### config.mk
export PLATFORM = sky130hd
export DESIGN_NAME = layer_compositor
export DESIGN_NICKNAME = d
export VERILOG_FILES = /design/src/rtl/layer_compositor.sv
export SDC_FILE = /design/constraint.sdc
export NUM_CORES = 1
export LEC_CHECK = 0
export ABC_AREA = 1
export CORE_ASPECT_RATIO = 0.5
export CORE_MARGIN = 2
export CORE_UTILIZATION = 48
export CTS_BUF_LIST = sky130_fd_sc_hd__clkbuf_4 sky130_fd_sc_hd__clkbuf_8 sky130_fd_sc_hd__clkbuf_16
export DETAILED_ROUTE_END_ITERATION = 7
export GPL_TIMING_DRIVEN = 0
export PLACE_DENSITY = 0.86
export REMOVE_ABC_BUFFERS = 1
export SETUP_SLACK_MARGIN = 0.5
export SLEW_MARGIN = 20
export SYNTH_ARGS = -nofsm -noshare
export SYNTH_HDL_FRONTEND = slang
export SYNTH_SLANG_ARGS = --single-unit
export TNS_END_PERCENT = 1
### constraint.sdc
create_clock -name clk -period 2.9 [get_ports clk]
set_input_delay 0.435 -clock clk [delete_from_list [all_inputs] [get_ports clk]]
set_output_delay 0.435 -clock clk [all_outputs]
set_load 0.02 [all_outputs]
### src/rtl/layer_compositor.sv
// Fixed-priority N-layer pixel compositor with frame-synchronous layer masks and frame-counted blink.
// Latency 2 clocks at 1 pixel/clock; free-running pixel stream, no backpressure.
module layer_compositor #(
  parameter int NUM_LAYERS   = 4,
  parameter int CW           = 8,
  parameter int H_ACTIVE     = 640,
  parameter int V_ACTIVE     = 480,
  parameter int BLINK_FRAMES = 30
) (
  input  logic                         clk,
  input  logic                         rst,
  input  logic [9:0]                   pixelx,
  input  logic [9:0]                   pixely,
  input  logic [NUM_LAYERS-1:0]        layer_visible,
  input  logic [NUM_LAYERS*3*CW-1:0]   layer_color,
  input  logic [NUM_LAYERS-1:0]        layer_mask,
  input  logic [NUM_LAYERS-1:0]        layer_blink,
  input  logic [3*CW-1:0]              bg_color,
  output logic [CW-1:0]                vga_r,
  output logic [CW-1:0]                vga_g,
  output logic [CW-1:0]                vga_b,
  output logic                         blank,
  output logic                         sync,
  output logic                         frame_start,
  output logic                         blink_phase
);

  localparam int PW = 3 * CW;
  localparam int SW = (NUM_LAYERS > 1) ? $clog2(NUM_LAYERS) : 1;
  localparam int BW = $clog2(BLINK_FRAMES + 1);
  localparam logic [10:0] HA = 11'(H_ACTIVE);
  localparam logic [10:0] VA = 11'(V_ACTIVE);

  logic [9:0]            prev_x;
  logic [9:0]            prev_y;
  logic [NUM_LAYERS-1:0] mask_shadow;
  logic [BW-1:0]         blink_cnt;

  logic                  active;
  logic                  fs;
  logic                  wrap;
  logic                  eff_phase;
  logic [NUM_LAYERS-1:0] eff_mask;
  logic [NUM_LAYERS-1:0] qual;
  logic                  hit_d;
  logic [SW-1:0]         sel_d;
  logic [PW-1:0]         col_d;

  logic                  s1_active;
  logic                  s1_fs;
  logic                  s1_hit;
  logic [SW-1:0]         s1_sel;
  logic [PW-1:0]         s1_col;
  logic [PW-1:0]         s1_bg;
  logic [PW-1:0]         out_col;

  assign sync = 1'b1;

  always_comb begin
    active    = ({1'b0, pixely} < VA) && ({1'b0, pixelx} < HA);
    fs        = (pixelx == 10'd0) && (pixely == 10'd0) &&
                ((prev_x != 10'd0) || (prev_y != 10'd0));
    wrap      = (blink_cnt == BW'(BLINK_FRAMES - 1));
    // A frame-start pixel already sees the new mask and the toggled phase.
    eff_mask  = fs ? layer_mask : mask_shadow;
    eff_phase = (fs && wrap) ? ~blink_phase : blink_phase;
    qual      = layer_visible & eff_mask & (~layer_blink | {NUM_LAYERS{eff_phase}});
    hit_d     = |qual;
    sel_d     = '0;
    col_d     = '0;
    // Scan from the top so the lowest qualifying index is the last one written.
    for (int i = NUM_LAYERS - 1; i >= 0; i--) begin
      if (qual[i]) begin
        sel_d = SW'(i);
        col_d = layer_color[i*PW +: PW];
      end
    end
  end

  always_ff @(posedge clk) begin
    if (rst) begin
      prev_x      <= '0;
      prev_y      <= '0;
      mask_shadow <= '1;
      blink_cnt   <= '0;
      blink_phase <= 1'b1;
    end else begin
      prev_x <= pixelx;
      prev_y <= pixely;
      if (fs) begin
        mask_shadow <= layer_mask;
        if (wrap) begin
          blink_cnt   <= '0;
          blink_phase <= ~blink_phase;
        end else begin
          blink_cnt <= blink_cnt + BW'(1);
        end
      end
    end
  end

  always_ff @(posedge clk) begin
    if (rst) begin
      s1_active <= 1'b0;
      s1_fs     <= 1'b0;
      s1_hit    <= 1'b0;
      s1_sel    <= '0;
      s1_col    <= '0;
      s1_bg     <= '0;
    end else begin
      s1_active <= active;
      s1_fs     <= fs;
      s1_hit    <= hit_d;
      s1_sel    <= sel_d;
      s1_col    <= col_d;
      s1_bg     <= bg_color;
    end
  end

  always_comb begin
    out_col = '0;
    if (s1_active) out_col = s1_hit ? s1_col : s1_bg;
  end

  always_ff @(posedge clk) begin
    if (rst) begin
      vga_r       <= '0;
      vga_g       <= '0;
      vga_b       <= '0;
      blank       <= 1'b0;
      frame_start <= 1'b0;
    end else begin
      {vga_r, vga_g, vga_b} <= out_col;
      blank                 <= s1_active;
      frame_start           <= s1_fs;
    end
  end

  sel_idle_zero: assert property (@(posedge clk) disable iff (rst) !s1_hit |-> (s1_sel == '0));

endmodule

---- After elaboration in Yosys (flattened, before gate mapping) ----
Cells that the tools add are included.
cells by class
  div/mod/pow operators ................... 0
  reductions and logical operators ........ 12
  bitwise operators ....................... 6
  shift-type cells ........................ 0
  $mul .................................... 0
  multiplexer cells ....................... 8
  $add $sub $neg .......................... 1
  $lt $le $gt $ge ......................... 2
  equality and inequality tests ........... 1
operators with widths
  kind                  count
  $mux 24               5
  $logic_not 10->1      2
  $reduce_bool 10->1    2
  $lt 10x10->1 const B  1
  $lt 10x9->1 const B   1
  $and 4x4->4           2
  $add 5x1->5 const B   1
  $eq 5x5->1 const B    1
  $mux 5                1
  $logic_and 1x1->1     4
  $mux 4                1
  $not 4->4             1
  $or 4x4->4            1
  $reduce_or 4->1       1
  $not 1->1             2
  $reduce_and 2->1      1
  $reduce_or 2->1       1
  $logic_or 1x1->1      1
  $mux 1                1
storage, ports and cells
  register bits ........................... 107
  latch bits .............................. 0
  memories ................................ 0
  output and inout port bits .............. 28
  input bits .............................. 154
  bits in writable memories ............... 0
  memory bits (read-only) ................. 0
  word-level logic and storage cells ...... 45

---- Depth between registers and ports, before layout ----
Gate-level depths: netlist of run 1.
  word-level depth ........................ 11
  depth in mapped cells ................... 16
  mapped depth without buffers ............ 14

---- Least setup slack after synthesis of run 1 ----
No wires, ideal clock.
  path type ............................... input -> register
  from .................................... input pixelx[9]
  to ...................................... register s1_col[14]
  slack ................................... 0.988 ns
  cell stages on the path ................. 14
  data required time ...................... 2.765 ns
  buffers on the path ..................... 2
  data arrival time ....................... 1.777 ns
  setup time .............................. 0.135 ns
  cell sequence ........................... nor2_1 > nand4_2 > nor2_8 > nand2_4 > buf_6 > nand2_4 > nand2_2 > nor2_4 > nand2_4 > inv_4 > buf_6 > nand2_1 > nand3_1 > a21oi_2
between the ends
  longest elaborated chain between the ends .. 11
  elaborated cells between the ends (all ways) .. 13
  those cells by class .................... 6 x mux; 3 x bitwise; 4 x reduce/logical
RTL lines
  element                              RTL line  RTL
  from (decl)                          12        input logic [9:0] pixelx,
  $logic_not 10->1 (*)                 61        fs = (pixelx == 10'd0) && (pixely == 10'd0) &&
  $logic_and 1x1->1 (*) (2 in series)  61
  $logic_and 1x1->1                    66        eff_phase = (fs && wrap) ? ~blink_phase : blink_phase;
  $mux 1                               66
  $or 4x4->4                           67        qual = layer_visible & eff_mask & (~layer_blink | {NUM_LAYERS{eff_phase}});
  $and 4x4->4 (*)                      67
  $mux 24 (3 in series)                73        if (qual[i]) begin
  $mux 24 (*)                          73
  to (signal assigned)                 115       s1_col <= col_d;
  to (decl)                            53        logic [PW-1:0] s1_col;
Every way passes the cells marked *; elsewhere a longest branch is shown, timed or not.
A chain may end at the register's enable or synchronous reset.

---- Worst setup path in the final report of run 1 ----
  from .................................... input pixelx[6]
  to ...................................... register s1_col[5]
The elaborated chain is that of the path after synthesis.

==> reports/metrics.yaml, run 1 <==
pwr:
  power_frac_comb: 0.167
  p_per_area_nw_per_um2: 459
  p_leak_nw: 3.41
  seq_power_share: 0.452
  power.total_mw: 3.45
  internal_power_mw: 2.62
  worst_ir_drop_vdd_mv: 0.265
  p_sw_mw: 0.826
  p_sw_frac: 0.240
  pwr-share-clk: 0.381
placement:
  placement.cell_area_sq_um: 6640
  place_congestion: 0.807
  port_buffers: 180
  place.detailed.hpwl_mm: 9.22
route:
  router_iterations_before_antenna_repair: 7
  viasPerCell: 5.23
  detailedRoute.firstIterationViolations: 537
  ant_nets: 0
  met2WireLength_mm: 8.28
  total_wirelength_mm: 17.7
  topRoutingLayerUsed: "met4"
  wl_met1_mm: 6.68
  detail_route.drc_violations: 0
  detailroute.wirelength.met3_mm: 1.78
  wire_per_inst_microns: 17.7
  dr_total_vias: 5244
cts:
  ctsLongestPathBuffers: 2
  cts_num_sinks: 107
  cts-htree-levels: 3
  cts_made_buffers: 9
  clock_tree_from_tritoncts: "built"
  ctsRootBufferMaster: "sky130_fd_sc_hd__clkbuf_16"
  cts.reportedPaths.clkPinSlew_ns: 0.07
  clk-insertion-delay-late_ns: 0.35
global_route:
  grt_start_max_net_pins: 34
  antenna_found_initial: 0
  grt_first_pass_wirelength_mm: 22.5
  gr-usage-all-layers: 0.263
  vias_in_the_first_global_route: 4640
  grt.overflow.total: 0
final_layout:
  design_area_sq_um: 7510
  regArea_sq_um: 2140
  drive_gt1_frac: 0.134
  nets: 1019
  area_growth_syn_to_layout_pct: 53.4
  n_antenna_cell: 0
  footprint_of_the_multi_input_gates_sq_um: 2340
  fillCellCount: 625
critical_path:
  worst_r2r_path_depth: 3
  setup.worst_path.end_class: "register"
  path_class: "in2reg"
  critPathMaxFanout: 9
  critical_path_arrival_ns: 2.74
  worst-endpoint-required_ns: 3.17
  cp-start-kind: "input port"
synth:
  mappedNetlistArea_sq_um: 4900
  netlist.area_leader.share: 0.437
  synth.top_cells.by_area: "sky130_fd_sc_hd__dfxtp_1 (44%), sky130_fd_sc_hd__nand2_1 (10%), sky130_fd_sc_hd__inv_1 (8.4%)"
  post-synth-top-area-cell: "sky130_fd_sc_hd__dfxtp_1"
  synth_cell_type_count: 39
  synthFlopType: "sky130_fd_sc_hd__dfxtp_1"
  seq_area_frac_synth: 0.437
  ys_seq_elements: 107
  synth_area_per_cell_sq_um: 7.32
  ys_async_sr_fraction: 0
  synth_edf_count: 0
  top_count_cell_post_synth: "sky130_fd_sc_hd__nand2_1"
  top_post_synthesis_cells_by_count: "sky130_fd_sc_hd__nand2_1 (131), sky130_fd_sc_hd__inv_1 (109), sky130_fd_sc_hd__dfxtp_1 (107)"
  yosysWarningCount: 0
  post_synthesis_cell_count: 669
floorplanning:
  ios: 182
  floorplan.die.width_microns: 147
  floorplan.initialDensity: 0.507
  chipHeight_microns: 75.4
  std_cell_rows: 25
  design.die.area_sq_um: 11100
  core_area_sq_um: 9670
sta:
  final_max_slew_viol_count: 0
  hold_viol_final: 0
  layout_worst_path_cycle_share: 0.852
  tightest_slew_ns: 1.02
  finalSetupViolations: 0
  slew_headroom: 0.320
  final.min_clock_period_ns: 2.47
  fmaxAchievable_mhz: 405
  grt_setup_unrepaired: "yes"
  finClkSkew_ns: 0.00669
job:
  max-cap-violations: 0
run_status:
  outcome: "completed"
min_path:
  worstHoldPathType: "reg2reg"
  whs_path_depth: 2
-- worst max-delay path, stage by stage --
cell	delay, ns
sky130_fd_sc_hd__clkdlybuf4s50_1	0.42
sky130_fd_sc_hd__nor2_1	0.13
sky130_fd_sc_hd__nand2_1	0.09
sky130_fd_sc_hd__nor2_2	0.12
sky130_fd_sc_hd__nand2_2	0.10
sky130_fd_sc_hd__nor2_8	0.23
sky130_fd_sc_hd__nand4_4	0.30
sky130_fd_sc_hd__nand3_4	0.23
sky130_fd_sc_hd__nand2_8	0.11
sky130_fd_sc_hd__buf_6	0.17
sky130_fd_sc_hd__nand2_1	0.08
sky130_fd_sc_hd__nand3_1	0.11
sky130_fd_sc_hd__a21oi_2	0.18
-- stage by stage --
stage | cells | setup slack (ns) | util | hold slack, ns | TNS (ns)
after floorplan | 633 | 0.610 | - | 0.388 | 0
after global placement | 948 | -1.96 | 0.685 | 0.392 | -83.00
after detailed placement | 949 | -0.651 | 0.687 | 0.409 | -11.62
after CTS | 971 | 0.356 | 0.733 | 0.418 | 0
after global routing | 1002 | 0.377 | 0.777 | 0.449 | 0
final | 1002 | 0.430 | 0.777 | 0.438 | 0
-- kinds of logic after synthesis --
kind of cell	synth area share
DFF	0.437
adders and majority gates	0.00511
buffers and inverters	0.137
xor gates and xnor gates	0.00179
and+or+nand+nor	0.336
other	0.000766
AOI/OAI and AO/OA	0.0820
-- cells in the final DEF (no fill, tap or decap), types with 4 or more instances in the layout --
cell | netlist | routed
sky130_fd_sc_hd__nand2_8 | 0 | 7
sky130_fd_sc_hd__nand3b_1 | 4 | 4
sky130_fd_sc_hd__buf_4 | 6 | 19
sky130_fd_sc_hd__o21ai_0 | 5 | 5
sky130_fd_sc_hd__nand3_1 | 64 | 64
sky130_fd_sc_hd__nand3_2 | 12 | 10
sky130_fd_sc_hd__clkdlybuf4s50_1 | 0 | 179
sky130_fd_sc_hd__buf_12 | 0 | 4
sky130_fd_sc_hd__nor2_1 | 100 | 97
sky130_fd_sc_hd__clkbuf_16 | 0 | 9
sky130_fd_sc_hd__nand2_4 | 6 | 8
sky130_fd_sc_hd__o21ai_1 | 10 | 10
sky130_fd_sc_hd__nor2_2 | 2 | 4
sky130_fd_sc_hd__nand2_1 | 131 | 127
sky130_fd_sc_hd__a21oi_2 | 15 | 17
sky130_fd_sc_hd__inv_1 | 109 | 109
sky130_fd_sc_hd__nand2_2 | 5 | 5
sky130_fd_sc_hd__nand3_4 | 2 | 7
sky130_fd_sc_hd__nor2_4 | 2 | 5
sky130_fd_sc_hd__a21oi_1 | 36 | 34
sky130_fd_sc_hd__dfxtp_1 | 107 | 107
-- repair_timing --
item / in CTS / in global routing
resized for setup: 10 / 40
setup endpoints to repair: 49 / 25
pin swaps: 3 / 23
cloned: 4 / 7
setup buffers: 3 / 24
hold buffers: 0 / 0
-- power by group through the flow --
| stage | Clock, mW | Sequential, mW | Combinational (mW) |
|---|---|---|---|
| finish | 1.31 | 1.56 | 0.575 |
| CTS | 1.31 | 1.56 | 0.515 |
| global route | 1.38 | 1.56 | 0.615 |
| floorplan | 0 | 1.59 | 0.200 |
| detailed placement | 0 | 1.59 | 0.494 |
| global placement | 0 | 1.59 | 0.485 |
-- state kept, by name (all words and copies together), names as in the netlist --
register     count
vga_b            8
prev_x          10
mask_shadow      4
prev_y          10
s1_fs            1
s1_active        1
vga_g            8
s1_bg           24
s1_hit           1
blink_phase      1
s1_col          24
blank            1
frame_start      1
vga_r            8
blink_cnt        5
-- per-layer routing --
layer	vias to the layer above	global-route usage
met3	93	0.0527
li1	2448	-
met2	341	0.492
met4	0	0.111
met5	-	0
met1	2362	0.305
-- path summary, 6_finish.rpt --
| check | from | endpoint | slack (ns) |
|---|---|---|---|
| setup / recovery | pixelx[6] | s1_col[5] | 0.43 |
| hold / removal | s1_col[22] | vga_r[6] | 0.44 |
| setup reg to reg | s1_hit | vga_r[4] | 0.72 |
| hold reg to reg | s1_col[22] | vga_r[6] | 0.44 |
-- final cells by class --
type | count | share of cell area
Multi-Input combinational cell | 424 | 0.312
Sequential cell | 107 | 0.285
Timing Repair Buffer | 208 | 0.278
Inverter | 112 | 0.0593
Clock buffer | 11 | 0.0328
Tap cell | 135 | 0.0225
Clock inverter | 4 | 0.00999
Timing Repair inverter | 1 | 0.000833
No activity file was read; power rests on OpenSTA's default activity.
==> run 2, diff against run 1 <==
--- a/config.mk
+++ b/config.mk
@@ -10,9 +10,10 @@
 export CORE_MARGIN = 2
 export CORE_UTILIZATION = 48
 export CTS_BUF_LIST = sky130_fd_sc_hd__clkbuf_4 sky130_fd_sc_hd__clkbuf_8 sky130_fd_sc_hd__clkbuf_16
+export CTS_CLUSTER_DIAMETER = 200
 export DETAILED_ROUTE_END_ITERATION = 7
 export GPL_TIMING_DRIVEN = 0
-export PLACE_DENSITY = 0.86
+export PLACE_DENSITY_LB_ADDON = 0.2
 export REMOVE_ABC_BUFFERS = 1
 export SETUP_SLACK_MARGIN = 0.5
 export SLEW_MARGIN = 20
==> run 2 against run 1 <==
Effect of this change:
- utilization shrank 1.6 points
- final cell count decreased by 1.6%
- register-to-register slack got worse by 0.15 ns
- sequential power hardly changed
- non-clock buffer count fell by 13
- flip-flop and latch count unchanged
- highest routed layer unchanged
- first-iteration DRC count down 57%
- critical path type unchanged
- maximum frequency up 2.7%
- critical endpoint is now s1_col[22]
- routed wire length is 15% lower
==> reports/metrics.yaml, run 2 (synthesis results as in run 1) <==
run_status:
  outcome: "completed"
critical_path:
  crit_path_start: "pixelx[7]"
  setup.worst_path.end_class: "register"
  path_class: "in2reg"
  cp-start-kind: "input port"
  register_to_register_path_setup_slack_ns: 0.57
  cp_num_buf_inv: 2
  regToRegEndpoint: "vga_r[7]"
  critical_path.max_stage_delay_ns: 0.46
  worst-endpoint-required_ns: 3.13
  critPathMaxFanout: 7
  timing.critical_path.slowest_stage_cell: "sky130_fd_sc_hd__clkdlybuf4s50_1"
  critical_path_arrival_ns: 2.63
  worst_r2r_path_depth: 3
  critical_path.reg2reg.startpoint: "s1_hit"
  cpLargestDelayFamily: "simple AND/OR/NAND/NOR gates"
  critical_path.cell_chain: "clkdlybuf4s50_1 > nor2_1 > nand2_1 > nor2_1 > nand2_2 > nor2_8 > nand4_4 > nand3_4 > nand2_8 > o21ai_0 > inv_1 > nand2_1 > a21oi_2"
pwr:
  worst_ir_drop_vdd_mv: 0.325
  power.total_mw: 3.42
  p_leak_nw: 3.34
  p_per_area_nw_per_um2: 465
route:
  met2WireLength_mm: 7.48
  dr_total_vias: 4888
  viasPerCell: 4.96
  router_iterations_before_antenna_repair: 5
  wl_met1_mm: 6.13
  wire_per_inst_microns: 15.3
  detail_route.drc_violations: 0
  detailedRoute.firstIterationViolations: 231
  ant_nets: 0
  total_wirelength_mm: 15.1
  topRoutingLayerUsed: "met4"
  detailroute.wirelength.met3_mm: 1.23
placement:
  pre_cts_slack_ns: -0.565
  port_buffers: 180
  place_congestion: 0.820
  place.detailed.hpwl_mm: 8.97
final_layout:
  drive_gt1_frac: 0.119
  n_antenna_cell: 0
  layout.cells.most_common: "sky130_fd_sc_hd__clkdlybuf4s50_1"
  largest_registers: "s1_bg (24), s1_col (24)"
  area_growth_syn_to_layout_pct: 50.2
  nets: 1002
  mostFrequentLayoutCells: "sky130_fd_sc_hd__clkdlybuf4s50_1 (178), sky130_fd_sc_hd__nand2_1 (127), sky130_fd_sc_hd__inv_1 (109)"
cts:
  ctsLongestPathBuffers: 2
  cts_num_sinks: 107
  ctsRootBufferMaster: "sky130_fd_sc_hd__clkbuf_16"
  clock_tree_from_tritoncts: "built"
  clk-insertion-delay-late_ns: 0.34
  cts-htree-levels: 3
  cts_made_buffers: 9
  cts.reportedPaths.clkPinSlew_ns: 0.07
min_path:
  hold_path_startpoint: "pixely[4]"
  worstHoldPathType: "in2reg"
  whs_path_depth: 3
  worst_hold_path.endpoint: "prev_y[4]"
job:
  max-cap-violations: 0
sta:
  finalSetupViolations: 0
  timing.setup.tns_ns: 0
  grt_setup_unrepaired: "yes"
  slew_headroom: 0.281
  finClkSkew_ns: 0.00875
  tightest_slew_ns: 1.08
  final.min_clock_period_ns: 2.40
  hold_viol_final: 0
  layout_worst_path_cycle_share: 0.829
  setup_ws_ns: 0.496
  fmaxAchievable_mhz: 416
  final_max_slew_viol_count: 0
floorplanning:
  design.die.area_sq_um: 11100
  floorplan.die.width_microns: 147
  core_area_sq_um: 9670
  ios: 182
  chipHeight_microns: 75.4
  floorplan.initialDensity: 0.507
  std_cell_rows: 25
global_route:
  grt_first_pass_wirelength_mm: 21.8
  vias_in_the_first_global_route: 4564
  gr-usage-all-layers: 0.256
  antenna_found_initial: 0
  grt.overflow.total: 0
  grt_start_max_net_pins: 61
run 2: cell count changes in the layout (fill, tap and decap cells not counted), moves of 2 or more:
cell	before	now
sky130_fd_sc_hd__nand2_8	7	5
sky130_fd_sc_hd__clkinvlp_4	2	0
sky130_fd_sc_hd__buf_4	19	10
sky130_fd_sc_hd__buf_8	3	0
run 2: timing repair:
action	CTS	global route
buffers inserted	3	12
endpoints found under the setup margin	50	25
resized for setup	12	28
pin swaps	3	14
hold buffers	0	0
cloned	4	3
run 2: worst register-to-register path: cells and delay by family, from the launching register on:
| kind | cells | cell delay (ns) |
|---|---|---|
| buf+inv | 1 | 0.76 |
| compound gates | 1 | 0.11 |
| simple gates | 1 | 0.28 |
| flops | 1 | 1.04 |
run 2: how the worst max path moves through the flow:
| stage | end | slack [ns] | depth (start not counted) |
|---|---|---|---|
| 4_1_cts | s1_col[17] | 0.45 | 14 |
| 2_1_floorplan | s1_col[13] | 0.61 | 12 |
| 3_3_place_gp | vga_b[3] | -2.09 | 4 |
| 6_report | s1_col[22] | 0.50 | 13 |
| 5_1_grt | s1_col[22] | 0.40 | 13 |
| 3_5_place_dp | s1_col[17] | -0.56 | 15 |
run 2: per-stage QoR:
step                instance area, sq um   util  instances  hold WS [ns]
finish                              7360  0.761        986         0.344
global route                        7360  0.761        986         0.368
CTS                                 7060  0.730        971         0.405
detailed placement                  6620  0.685        948         0.396
global placement                    6620  0.685        948         0.391
floorplan                           4650      -        633         0.388
run 2: layout make-up:
| cell class | count | area, sq um |
|---|---|---|
| fillers | 743 | 2310 |
| multi-input cells | 421 | 2300 |
| clock inverters | 4 | 73.8 |
| inverters | 112 | 438 |
| well taps | 135 | 169 |
| clock buffers | 12 | 254 |
| flip-flops and latches | 107 | 2140 |
| repair buffers | 195 | 1980 |
run 2: where the power goes:
part | internal, mW | switching, mW | leakage, nW
clock network | 0.800 | 0.525 | 0.164
logic | 0.294 | 0.246 | 2.30
registers | 1.53 | 0.0243 | 0.882
total | 2.63 | 0.795 | 3.34
run 2: layer usage:
layer,GRT usage,vias up
met1,0.289,2242
met3,0.0701,27
li1,-,2408
met4,0.0928,0
met2,0.481,211
met5,0,-
